==> config.mk <==
export PLATFORM = sky130hd
export DESIGN_NAME = pipe_hazard_ctrl
export DESIGN_NICKNAME = d
export VERILOG_FILES = /design/src/rtl/pipe_ctrl_pkg.sv /design/src/rtl/pipe_hazard_ctrl_fwd_unit.sv /design/src/rtl/pipe_hazard_ctrl.sv
export SDC_FILE = /design/constraint.sdc
export NUM_CORES = 1
export LEC_CHECK = 0
export CORE_MARGIN = 5
export CORE_UTILIZATION = 49
export CTS_CLUSTER_DIAMETER = 50
export DETAILED_ROUTE_END_ITERATION = 6
export GPL_TIMING_DRIVEN = 0
export PLACE_DENSITY_LB_ADDON = 0.1
export SLEW_MARGIN = 10
export SYNTH_ARGS = -nofsm -noshare
export SYNTH_HDL_FRONTEND = slang
export SYNTH_SLANG_ARGS = --single-unit
==> constraint.sdc <==
create_clock -name clk -period 4.3 [get_ports clk]
set_clock_uncertainty 0.2 [all_clocks]
set_input_delay 0.645 -clock clk [delete_from_list [all_inputs] [get_ports clk]]
set_output_delay 0.645 -clock clk [all_outputs]
set_load 0.1 [all_outputs]
==> src/rtl/pipe_ctrl_pkg.sv <==
// -----------------------------------------------------------------------------
// pipe_ctrl_pkg
// Shared types and widths for the 5-stage 24-bit pipeline control path.
//   hz_state_t : hazard controller FSM states (RUN, MEM_WAIT)
//   fwd_sel_t  : ALU operand source select (register file, EX/MEM, MEM/WB)
//   REG_W      : register-index width used by all pipeline registers
//   DATA_W     : datapath width of the pipeline
// -----------------------------------------------------------------------------
package pipe_ctrl_pkg;

  localparam int REG_W  = 4;
  localparam int DATA_W = 24;

  typedef enum logic {
    RUN      = 1'b0,
    MEM_WAIT = 1'b1
  } hz_state_t;

  typedef enum logic [1:0] {
    FWD_RF  = 2'd0,
    FWD_MEM = 2'd1,
    FWD_WB  = 2'd2
  } fwd_sel_t;

endpackage

==> src/rtl/pipe_hazard_ctrl_fwd_unit.sv <==
// -----------------------------------------------------------------------------
// fwd_unit
// Purely combinational forwarding-select logic for one ALU operand.
// Ports:
//   src_i       source register read by the instruction in ID
//   uses_i      the instruction actually reads src_i
//   mem_dest_i  destination held in EX/MEM
//   mem_wb_en_i / mem_rd_en_i  EX/MEM writeback and load bits
//   wb_dest_i   destination held in MEM/WB
//   wb_wb_en_i  MEM/WB writeback bit
//   sel_o       0 = register file, 1 = EX/MEM alu_result, 2 = MEM/WB result
// -----------------------------------------------------------------------------
module fwd_unit
  import pipe_ctrl_pkg::*;
(
  input  logic [REG_W-1:0] src_i,
  input  logic             uses_i,
  input  logic [REG_W-1:0] mem_dest_i,
  input  logic             mem_wb_en_i,
  input  logic             mem_rd_en_i,
  input  logic [REG_W-1:0] wb_dest_i,
  input  logic             wb_wb_en_i,
  output logic [1:0]       sel_o
);

  // A load in MEM has no result yet on the alu_result path, so it is skipped
  // here; the load-use stall guarantees it is picked up from MEM/WB instead.
  // The younger producer in MEM takes priority over WB. Register 0 forwards
  // like any other register.
  always_comb begin
    sel_o = FWD_RF;
    if (uses_i) begin
      if (mem_wb_en_i && !mem_rd_en_i && (mem_dest_i == src_i)) begin
        sel_o = FWD_MEM;
      end else if (wb_wb_en_i && (wb_dest_i == src_i)) begin
        sel_o = FWD_WB;
      end
    end
  end

endmodule

==> src/rtl/pipe_hazard_ctrl.sv <==
// -----------------------------------------------------------------------------
// pipe_hazard_ctrl
// Central hazard and sequencing controller for the 5-stage pipeline. Every
// cycle it decides whether each pipeline register advances, holds or takes a
// bubble, produces the ALU forwarding selects, tracks the multi-cycle data
// memory handshake and counts stall cycles.
// Parameters:
//   MAX_WAIT  memory wait cycles before mem_timeout is raised
//   CNT_W     width of the saturating stall-cycle counter
// Ports:
//   clk, rst                 clock, synchronous active-high reset
//   id_*                     sources / use bits of the instruction in ID
//   ex_*, mem_*, wb_*        destination and control bits of ID/EX, EX/MEM,
//                            MEM/WB
//   branch_taken             EX resolved a taken branch or jump
//   mem_ready                data memory completes its access this cycle
//   *_stall                  hold the corresponding register (combinational)
//   *_flush                  load a bubble (combinational)
//   fwd_a_sel, fwd_b_sel     operand forwarding selects (combinational)
//   mem_timeout              sticky: a memory access waited MAX_WAIT cycles
//   stall_cycles             saturating count of cycles with pc_stall high
// -----------------------------------------------------------------------------
module pipe_hazard_ctrl
  import pipe_ctrl_pkg::*;
#(
  parameter int MAX_WAIT = 32,
  parameter int CNT_W    = 16
) (
  input  logic             clk,
  input  logic             rst,
  input  logic [REG_W-1:0] id_src_a,
  input  logic [REG_W-1:0] id_src_b,
  input  logic             id_uses_a,
  input  logic             id_uses_b,
  input  logic [REG_W-1:0] ex_dest,
  input  logic             ex_writeback_enable,
  input  logic             ex_mem_read_enable,
  input  logic [REG_W-1:0] mem_dest,
  input  logic             mem_writeback_enable,
  input  logic             mem_read_enable,
  input  logic             mem_write_enable,
  input  logic [REG_W-1:0] wb_dest,
  input  logic             wb_writeback_enable,
  input  logic             branch_taken,
  input  logic             mem_ready,
  output logic             pc_stall,
  output logic             if_id_stall,
  output logic             id_ex_stall,
  output logic             ex_mem_stall,
  output logic             if_id_flush,
  output logic             id_ex_flush,
  output logic             mem_wb_flush,
  output logic [1:0]       fwd_a_sel,
  output logic [1:0]       fwd_b_sel,
  output logic             mem_timeout,
  output logic [CNT_W-1:0] stall_cycles
);

  localparam int                WAIT_W   = $clog2(MAX_WAIT + 1);
  localparam logic [WAIT_W-1:0] WAIT_MAX = WAIT_W'(MAX_WAIT);

  hz_state_t         state_q, state_d;
  logic [WAIT_W-1:0] wait_cnt_q, wait_cnt_d;
  logic              timeout_q, timeout_d;
  logic [CNT_W-1:0]  stall_cnt_q, stall_cnt_d;

  logic              mem_busy;
  logic              load_use;
  logic [1:0]        fwd_a_raw, fwd_b_raw;

  // ---------------------------------------------------------------------------
  // Hazard detection (combinational)
  // ---------------------------------------------------------------------------
  // mem_ready without an access in flight does not create or end a wait.
  assign mem_busy = (mem_read_enable | mem_write_enable) & ~mem_ready;

  assign load_use = ex_mem_read_enable & ex_writeback_enable &
                    ((id_uses_a & (ex_dest == id_src_a)) |
                     (id_uses_b & (ex_dest == id_src_b)));

  fwd_unit u_fwd_a (
    .src_i       (id_src_a),
    .uses_i      (id_uses_a),
    .mem_dest_i  (mem_dest),
    .mem_wb_en_i (mem_writeback_enable),
    .mem_rd_en_i (mem_read_enable),
    .wb_dest_i   (wb_dest),
    .wb_wb_en_i  (wb_writeback_enable),
    .sel_o       (fwd_a_raw)
  );

  fwd_unit u_fwd_b (
    .src_i       (id_src_b),
    .uses_i      (id_uses_b),
    .mem_dest_i  (mem_dest),
    .mem_wb_en_i (mem_writeback_enable),
    .mem_rd_en_i (mem_read_enable),
    .wb_dest_i   (wb_dest),
    .wb_wb_en_i  (wb_writeback_enable),
    .sel_o       (fwd_b_raw)
  );

  // Priority: memory wait > taken branch > load-use. A branch held in EX
  // during a wait is not flushed until the wait releases, because the
  // instructions behind it are frozen rather than advancing.
  always_comb begin
    pc_stall     = 1'b0;
    if_id_stall  = 1'b0;
    id_ex_stall  = 1'b0;
    ex_mem_stall = 1'b0;
    if_id_flush  = 1'b0;
    id_ex_flush  = 1'b0;
    mem_wb_flush = 1'b0;
    fwd_a_sel    = 2'd0;
    fwd_b_sel    = 2'd0;
    if (!rst) begin
      if (mem_busy) begin
        pc_stall     = 1'b1;
        if_id_stall  = 1'b1;
        id_ex_stall  = 1'b1;
        ex_mem_stall = 1'b1;
        mem_wb_flush = 1'b1;
      end else if (branch_taken) begin
        if_id_flush  = 1'b1;
        id_ex_flush  = 1'b1;
      end else if (load_use) begin
        pc_stall     = 1'b1;
        if_id_stall  = 1'b1;
        id_ex_flush  = 1'b1;
      end
      fwd_a_sel = fwd_a_raw;
      fwd_b_sel = fwd_b_raw;
    end
  end

  // ---------------------------------------------------------------------------
  // Next-state: FSM, wait counter, timeout, stall profiling
  // ---------------------------------------------------------------------------
  always_comb begin
    state_d     = mem_busy ? MEM_WAIT : RUN;
    wait_cnt_d  = wait_cnt_q;
    if (mem_busy) begin
      // Saturate so a hung memory cannot wrap the counter back below MAX_WAIT.
      if (wait_cnt_q != WAIT_MAX) begin
        wait_cnt_d = wait_cnt_q + 1'b1;
      end
    end else if (state_q == MEM_WAIT) begin
      wait_cnt_d = '0;
    end
    timeout_d   = timeout_q | (wait_cnt_d == WAIT_MAX);
    stall_cnt_d = stall_cnt_q;
    if (pc_stall && (stall_cnt_q != {CNT_W{1'b1}})) begin
      stall_cnt_d = stall_cnt_q + 1'b1;
    end
  end

  // ---------------------------------------------------------------------------
  // State registers
  // ---------------------------------------------------------------------------
  always_ff @(posedge clk) begin
    if (rst) begin
      state_q     <= RUN;
      wait_cnt_q  <= '0;
      timeout_q   <= 1'b0;
      stall_cnt_q <= '0;
    end else begin
      state_q     <= state_d;
      wait_cnt_q  <= wait_cnt_d;
      timeout_q   <= timeout_d;
      stall_cnt_q <= stall_cnt_d;
    end
  end

  assign mem_timeout  = timeout_q;
  assign stall_cycles = stall_cnt_q;

endmodule

### Yosys cells after proc, flatten, opt, wreduce, memory -nomap -nowiden

Cells that the tools add are included.

* bits in registers: 24
* bits in latches: 0
* bits in writable memories: 0
* memory bits (read-only): 0
* input port bits: 32
* output and inout port bits: 28
* word-level logic and storage cells: 54
* memories kept: 0

* add/sub/neg operators: 2
* multipliers: 0
* divide/modulo/power cells: 0
* order comparisons: 0
* eq/ne operators: 9
* shifts and indexed selects: 0
* multiplexer cells: 23
* bitwise gates (word level): 9
* reductions and logical operators: 7

Operator list (count)
* 4-bit equality test: 6
* 6-bit two-way mux: 3
* 16-bit by 1-bit adder with 16-bit output, second input constant: 1
* 2-bit two-way mux: 8
* 16-bit inequality test, second input constant: 1
* 1-bit two-way mux: 12
* 6-bit by 1-bit adder with 6-bit output, second input constant: 1
* 6-bit equality test, second input constant: 1
* 1-bit logical AND: 6
* 6-bit inequality test, second input constant: 1
* 1-bit bitwise AND: 5
* 1-bit OR: 3
* 1-bit zero test: 1
* 1-bit NOT: 1

### Depth between registers and ports, before layout

Gate-level depths: netlist of run 1.

* depth after elaboration: 9
* depth in mapped cells: 9
* depth with buffers taken out: 8

### Hierarchy

Synthesis of run 1 repeated with hierarchy kept, for this count alone.

* cells, all modules: 226
* area, all modules: 1751.7 um^2

Modules (own cells, without submodules)
* pipe_hazard_ctrl: times used 1, cells each 198, area an instance 1529.0 um^2, seq. area each 480.5 um^2
* fwd_unit: times used 2, cells each 14, area an instance 111.4 um^2, seq. area each 0.0 um^2

### Least setup slack after synthesis of run 1

Ideal clock, no wire load.

* kind: input to output
* from: input port id_src_a[2]
* to: output port fwd_a_sel[0]
* arrival: 4184 ps
* data required time: 3455 ps
* slack: -729 ps
* stages: 4
* path through: xor2_1 > a221oi_1 > nand2b_1 > nor4b_1

* cells in the longest elaborated chain, start to end: 5

RTL lines
* start, declared: line pipe_hazard_ctrl.sv:31 `input logic [REG_W-1:0] id_src_a,`
* 4-bit equality test: line pipe_hazard_ctrl_fwd_unit.sv:33 `if (mem_wb_en_i && !mem_rd_en_i && (mem_dest_i == src_i)) begin`
* 1-bit logical AND: line pipe_hazard_ctrl_fwd_unit.sv:33
* 2-bit two-way mux: line pipe_hazard_ctrl_fwd_unit.sv:33
* 2-bit two-way mux: line pipe_hazard_ctrl_fwd_unit.sv:32 `if (uses_i) begin`
* 2-bit two-way mux: line pipe_hazard_ctrl.sv:116 `if (!rst) begin`
* end, declared: line pipe_hazard_ctrl.sv:53 `output logic [1:0] fwd_a_sel,`

No other way between the ends.

### Worst setup path in the final report of run 1

* from: input port mem_read_enable
* to: output port pc_stall

* cells in the longest elaborated chain, start to end: 4

RTL lines
* start, declared: line pipe_hazard_ctrl.sv:40 `input logic mem_read_enable,`
* 1-bit OR: line pipe_hazard_ctrl.sv:75 `assign mem_busy = (mem_read_enable | mem_write_enable) & ~mem_ready;`
* 1-bit bitwise AND: line pipe_hazard_ctrl.sv:75
* 1-bit two-way mux: line pipe_hazard_ctrl.sv:117 `if (mem_busy) begin`
* 1-bit two-way mux: line pipe_hazard_ctrl.sv:116
* end, declared: line pipe_hazard_ctrl.sv:46 `output logic pc_stall,`

No other way between the ends.

==> results by group, run 1 <==
Run status
  • Status: finished clean

Die
  • Initial Util: 0.508
  • Die X: 68.8 µm
  • Placement row count: 21
  • Die H: 68.8 µm
  • Core Box Area: 3340 µm²
  • I/O pins: 60
  • Die ar.: 4740 µm²

Timing
  • Final period util: 0.948
  • Slew headroom: 0.336
  • Fin crit period: 4.08 ns
  • Worst hold slack: 0.292 ns
  • Worst-Margin Slew: 0.993 ns
  • RSZ-0062 raised after global routing: false
  • Fin. max-slew vios: 0
  • Fin Setup TNS: 0 ns
  • Endpoints failing setup: 0
  • Highest Clock Rate: 245 MHz
  • Final hold vios: 0

Hold path
  • HP Class: flip-flop to flip-flop

Clocking
  • Max clock buf depth: 2
  • Clock slew at the register clock pins of the worst setup and hold paths: 0.14 ns
  • CTS root buf: clkbuf_4
  • CTS Sinks: 24
  • Post-CTS Setup Inserts: 0
  • Post-cts sizing count: 0
  • CTS tree: built
  • H-tree Lvls: 1
  • Cts hold-fix bufs: 0
  • Num CTS Buffers: 3
  • Clock Latency Late Sink: 0.32 ns

Setup path
  • Crit-path most repeated cell: clkdlybuf4s50_1
  • WS Path Type: input port to output pin
  • Setup slack, reg-to-reg: 2.06 ns
  • Crit path cell chain: clkdlybuf4s50_1 -> o21bai_1 -> nor2_1 -> or2_2 -> buf_4 -> clkdlybuf4s50_1
  • CP max-delay cell: clkdlybuf4s50_1
  • Max FO, Critical Path: 6
  • Crit. End Element: output pin
  • CP bufs+invs: 3
  • Startpoint Class: input port
  • WP data arrival: 3.23 ns
  • Largest delay share family, worst path: buffers and inverters
  • Max stage delay on crit path: 0.96 ns
  • WP data required: 3.45 ns

Placement
  • Placed inst area: 2340 µm²
  • Port bufs: 58
  • Post-DP HPWL: 3.39 mm
  • Placer congestion estimate: 0.830
  • Placed cells: 316

Global routing
  • First-pass GRT wire length: 6.78 mm
  • Vias in the first global route: 1,576
  • Initial antenna violation count: 0
  • Global Route Usage Sum: 0.182
  • Global route overflow: 0
  • Largest net degree at the start of global routing: 15

Pwr
  • Leakage power: 0.789 nW
  • VDD IR max: 128 µV
  • Pwr Density: 228 nW/µm²

Yosys
  • Cell Area, Synth: 1700 µm²
  • Most common cell in the netlist: dfxtp_1
  • Post-synth EDFFs: 0
  • Synth top area cells: dfxtp_1 (28%), xnor2_1 (7.7%), a21oi_1 (5.0%), xor2_1 (4.6%), nand2_1 (4.2%)
  • Synth async-reset ratio: 0
  • Mapped Nets: 247
  • Seq/Total Area, Yosys: 0.283
  • Mapped Cells: 212
  • Seq cells post-synth: 24
  • Top_reg_cell synth: dfxtp_1
  • Number of unique standard cell types used by synthesis: 54
  • Synthesis Warnings: 0
  • Post-synth top area cell: dfxtp_1
  • Synthesized area per cell: 8.00 µm²
  • Post-synth top cells: dfxtp_1 (24), nand2_1 (19), a21oi_1 (17)
  • Yosys top cell area share: 0.283

Cells and area
  • Layout Cells excl Fill: 320
  • Inserted Diodes: 0
  • Area grow syn2layout: 41.1%
  • Multi-input logic area: 1100 µm²
  • FF/Latch Area: 480 µm²
  • Nets: 310
  • Fillers: 300
  • Final Cell Area: 2390 µm²
  • Layout cells sized above 1: 0.106

Drt
  • Via density per instance: 5.52
  • Highest routed layer: met4
  • Routed length on met3: 290 µm
  • Antenna-violating nets left: 0
  • Met2 WL post-DR: 2.12 mm
  • Final wirelength: 4.27 mm
  • Initial DRC count: 115
  • 1st-pass router iterations: 4
  • DRC viols: 0
  • Routed WL per cell: 13.3 µm
  • Routed met1 length: 1.85 mm
  • Via count: 1,767

Flow run
  • Max Cap Viol: 0
==> worst paths after layout <==
path,from,end,cells past startpoint
max,mem_read_enable,pc_stall,6
min,mem_timeout,mem_timeout,1
max reg2reg,wait_cnt_q[0],mem_timeout,8
min reg2reg,mem_timeout,mem_timeout,1
==> area by class of cell <==
cell class | count | area share
Buffer | 11 | 0.0340
Inverter | 10 | 0.0157
Clock buffer | 3 | 0.00941
Timing Repair Buffer | 58 | 0.243
Clock inverter | 1 | 0.0125
Sequential cell | 24 | 0.201
Tap cell | 46 | 0.0240
Multi-Input combinational cell | 167 | 0.461
==> layer usage <==
layer  GRT usage  up-vias
met5           0        -
met3      0.0421        2
met2       0.314       52
li1            -      897
met1       0.235      816
met4      0.0268        0
==> stage by stage <==
step / setup slack [ns] / total power, mW / util
after floorplan: 0.111 / 0.326 / -
after global placement: 0.253 / 0.381 / 0.702
after detailed placement: 0.209 / 0.383 / 0.702
after CTS: 0.209 / 0.549 / 0.717
after global routing: 0.149 / 0.567 / 0.717
final: 0.222 / 0.545 / 0.717
==> flip-flops by register name (all words and copies together), names as in the netlist <==
name          count
mem_timeout       1
stall_cycles     16
state_q           1
wait_cnt_q        6
==> cell usage in the layout (no fill, tap or decap), types with 3 or more instances in the layout <==
master           synthesis  layout
clkdlybuf4s50_1          0      58
dfxtp_1                 24      24
nand2_1                 19      19
a21oi_1                 17      17
xnor2_1                 15      15
nand3_1                 12      12
nor2_1                  12      12
inv_1                   10      10
o21ai_0                 10      10
xor2_1                   9       9
or3_1                    9       9
nor3_1                   6       6
nand4_1                  4       4
clkbuf_1                 3       3
nor4_1                   3       3
or3_2                    3       3
ha_1                     3       3
buf_4                    3       3
clkbuf_4                 0       3
==> worst register-to-register path, stage by stage (launching register included) <==
cell	delay, ns
dfxtp_1	0.40
inv_1	0.16
ha_1	0.17
nand2_1	0.08
nor4_4	0.24
nor2_1	0.15
a2111oi_0	0.42
a31oi_1	0.08
a32o_1	0.26
==> power by group <==
part | switching (mW) | internal, mW | total, mW
clock network | 0.0721 | 0.0943 | 0.166
registers | 0.00516 | 0.225 | 0.231
logic | 0.0855 | 0.0623 | 0.148
total | 0.163 | 0.382 | 0.545
==> cell families (layout without fill, tap and decap cells) <==
kind of cell | after synthesis | count (layout) | synth area share
muxes | 2 | 2 | 0.0133
adders and majority gates | 3 | 3 | 0.0221
DFF | 24 | 24 | 0.283
buffers and inverters | 21 | 83 | 0.0701
AOI/OAI and AO/OA | 51 | 51 | 0.195
xor gates and xnor gates | 24 | 24 | 0.124
and+or+nand+nor | 87 | 87 | 0.292
Power figures use the tool's default switching activity.
==> run 2, diff against run 1 <==
--- a/config.mk
+++ b/config.mk
@@ -10,7 +10,7 @@
 export CTS_CLUSTER_DIAMETER = 50
 export DETAILED_ROUTE_END_ITERATION = 6
 export GPL_TIMING_DRIVEN = 0
-export PLACE_DENSITY_LB_ADDON = 0.1
+export PLACE_DENSITY_LB_ADDON = 0.08
 export SLEW_MARGIN = 10
 export SYNTH_ARGS = -nofsm -noshare
 export SYNTH_HDL_FRONTEND = slang
==> run 2 against run 1 <==
Cell count stayed put. Design area is 0.68% lower. Sequential share of layout area is 0.14 points higher. Hold slack worse by 0.00085 ns. Fmax is 0.95% higher. First-iteration DRC count is 65% higher. Via count is 0.28% lower. Critical path depth stayed put. Flip-flop and latch count stayed put. Highest routed layer unchanged. Non-clock buffer count stayed put.
==> results by group, run 2 (synthesis gave the netlist of run 1 again) <==
Drt
  • Final wirelength: 4.20 mm
  • Initial DRC count: 190
  • DRC viols: 0
  • 1st-pass router iterations: 4
  • Via count: 1,762
  • Antenna-violating nets left: 0
  • Routed WL per cell: 13.1 µm
  • Via density per instance: 5.51

Clocking
  • Max clock buf depth: 2
  • Post-cts sizing count: 0
  • CTS Sinks: 24
  • CTS root buf: clkbuf_4
  • Cts hold-fix bufs: 0
  • Clock Latency Late Sink: 0.32 ns
  • Clock slew at the register clock pins of the worst setup and hold paths: 0.14 ns
  • H-tree Lvls: 1
  • Post-CTS Setup Inserts: 0
  • Num CTS Buffers: 3
  • CTS tree: built

Cells and area
  • Layout cells sized above 1: 0.106
  • Number of flip-flops under the largest register name: 16
  • Multi-input logic area: 1100 µm²
  • Inserted Diodes: 0
  • Area grow syn2layout: 40.1%
  • FF/Latch Area: 480 µm²
  • Most frequent cells in the layout: clkdlybuf4s50_1 (58), dfxtp_1 (24), nand2_1 (19)
  • Nets: 310
  • Fillers: 277
  • Most common cell after layout, fill and taps aside: clkdlybuf4s50_1

Pwr
  • Sw Pwr: 162 µW
  • Flop pwr share: 0.460
  • Pwr Density: 211 nW/µm²
  • Net Sw Frac: 0.323
  • Cell-internal power: 339 µW
  • Leakage power: 0.783 nW
  • VDD IR max: 99.6 µV
  • Clk pwr share: 0.247
  • Combinational share of power: 0.293
  • Total power: 501 µW

Setup path
  • WP data required: 3.45 ns
  • WS Path Type: input port to output pin
  • Startpoint Class: input port
  • R2R depth: 8
  • Crit path launch: mem_read_enable
  • Reg-to-reg startpoint: stall_cycles[0]
  • Max FO, Critical Path: 6
  • Crit. End Element: output pin
  • WP data arrival: 3.19 ns

Hold path
  • Hold_sp: mem_timeout
  • HP Class: flip-flop to flip-flop
  • Worst Hold Depth: 1

Die
  • I/O pins: 60
  • Core Box Area: 3340 µm²
  • Die X: 68.8 µm
  • Die H: 68.8 µm
  • Placement row count: 21
  • Initial Util: 0.508
  • Die ar.: 4740 µm²

Timing
  • RSZ-0062 raised after global routing: false
  • Final hold vios: 0
  • Fin crit period: 4.04 ns
  • Slew headroom: 0.340
  • Fin. max-slew vios: 0
  • Endpoints failing setup: 0
  • Highest Clock Rate: 248 MHz
  • Worst-Margin Slew: 0.987 ns
  • Final period util: 0.939
  • Fin Setup TNS: 0 ns

Global routing
  • Vias in the first global route: 1,653
  • Global route overflow: 0
  • Initial antenna violation count: 0
  • Global Route Usage Sum: 0.192
  • First-pass GRT wire length: 7.08 mm
  • Largest net degree at the start of global routing: 14

Placement
  • Post-DP HPWL: 3.43 mm
  • Placer congestion estimate: 0.802
  • Port bufs: 58

Flow run
  • Max Cap Viol: 0

Run status
  • Status: finished clean
## run 2: path summary, 6_finish.rpt
check / end / slack (ns)
max: pc_stall / 0.26
min: mem_timeout / 0.29
min reg2reg: mem_timeout / 0.29
max reg2reg: stall_cycles[0] / 2.08
## run 2: final cells by class
type | instances | share of cell area
Multi-Input combinational cell | 167 | 0.464
Clock buffer | 4 | 0.0153
Tap cell | 46 | 0.0242
Sequential cell | 24 | 0.202
Inverter | 10 | 0.0158
Buffer | 11 | 0.0342
Timing Repair Buffer | 58 | 0.244
## run 2: through the flow
step | cells | worst slack, ns | util | instance area (µm²) | hold WS, ns
2_1_floorplan | 212 | 0.111 | - | 1700 | 0.257
3_3_place_gp | 316 | 0.258 | 0.702 | 2340 | 0.255
3_5_place_dp | 316 | 0.249 | 0.702 | 2340 | 0.258
4_1_cts | 320 | 0.239 | 0.712 | 2380 | 0.297
5_1_grt | 320 | 0.108 | 0.712 | 2380 | 0.334
6_report | 320 | 0.260 | 0.712 | 2380 | 0.291
## run 2: power groups by stage
stage | clock [mW] | sequential, mW | combinational, mW
global route | 0.136 | 0.231 | 0.157
finish | 0.124 | 0.231 | 0.147
detailed placement | 0 | 0.235 | 0.147
CTS | 0.125 | 0.231 | 0.148
global placement | 0 | 0.235 | 0.146
floorplan | 0 | 0.242 | 0.0842
## run 2: metal layers
layer	GRT usage	vias to the layer above	share of wire	wire length, µm
li1	-	890	-	-
met1	0.253	804	0.46	1940
met2	0.314	61	0.46	1950
met3	0.0373	7	0.063	266
met4	0.0584	0	0.011	48
met5	0	-	0	0
## run 2: worst max-delay path, cell delays in order
cell and delay, ns:
clkdlybuf4s50_1 0.44, o21bai_1 0.42, nor2_1 0.22, or2_2 0.37
buf_4 0.14, clkdlybuf4s50_1 0.96
==> run 3, diff against run 2 <==
--- a/config.mk
+++ b/config.mk
@@ -8,6 +8,7 @@
 export CORE_MARGIN = 5
 export CORE_UTILIZATION = 49
 export CTS_CLUSTER_DIAMETER = 50
+export CTS_CLUSTER_SIZE = 10
 export DETAILED_ROUTE_END_ITERATION = 6
 export GPL_TIMING_DRIVEN = 0
 export PLACE_DENSITY_LB_ADDON = 0.08
==> results of run 3 <==
The final DEF is identical to that of run 2; final timing and power are the same.
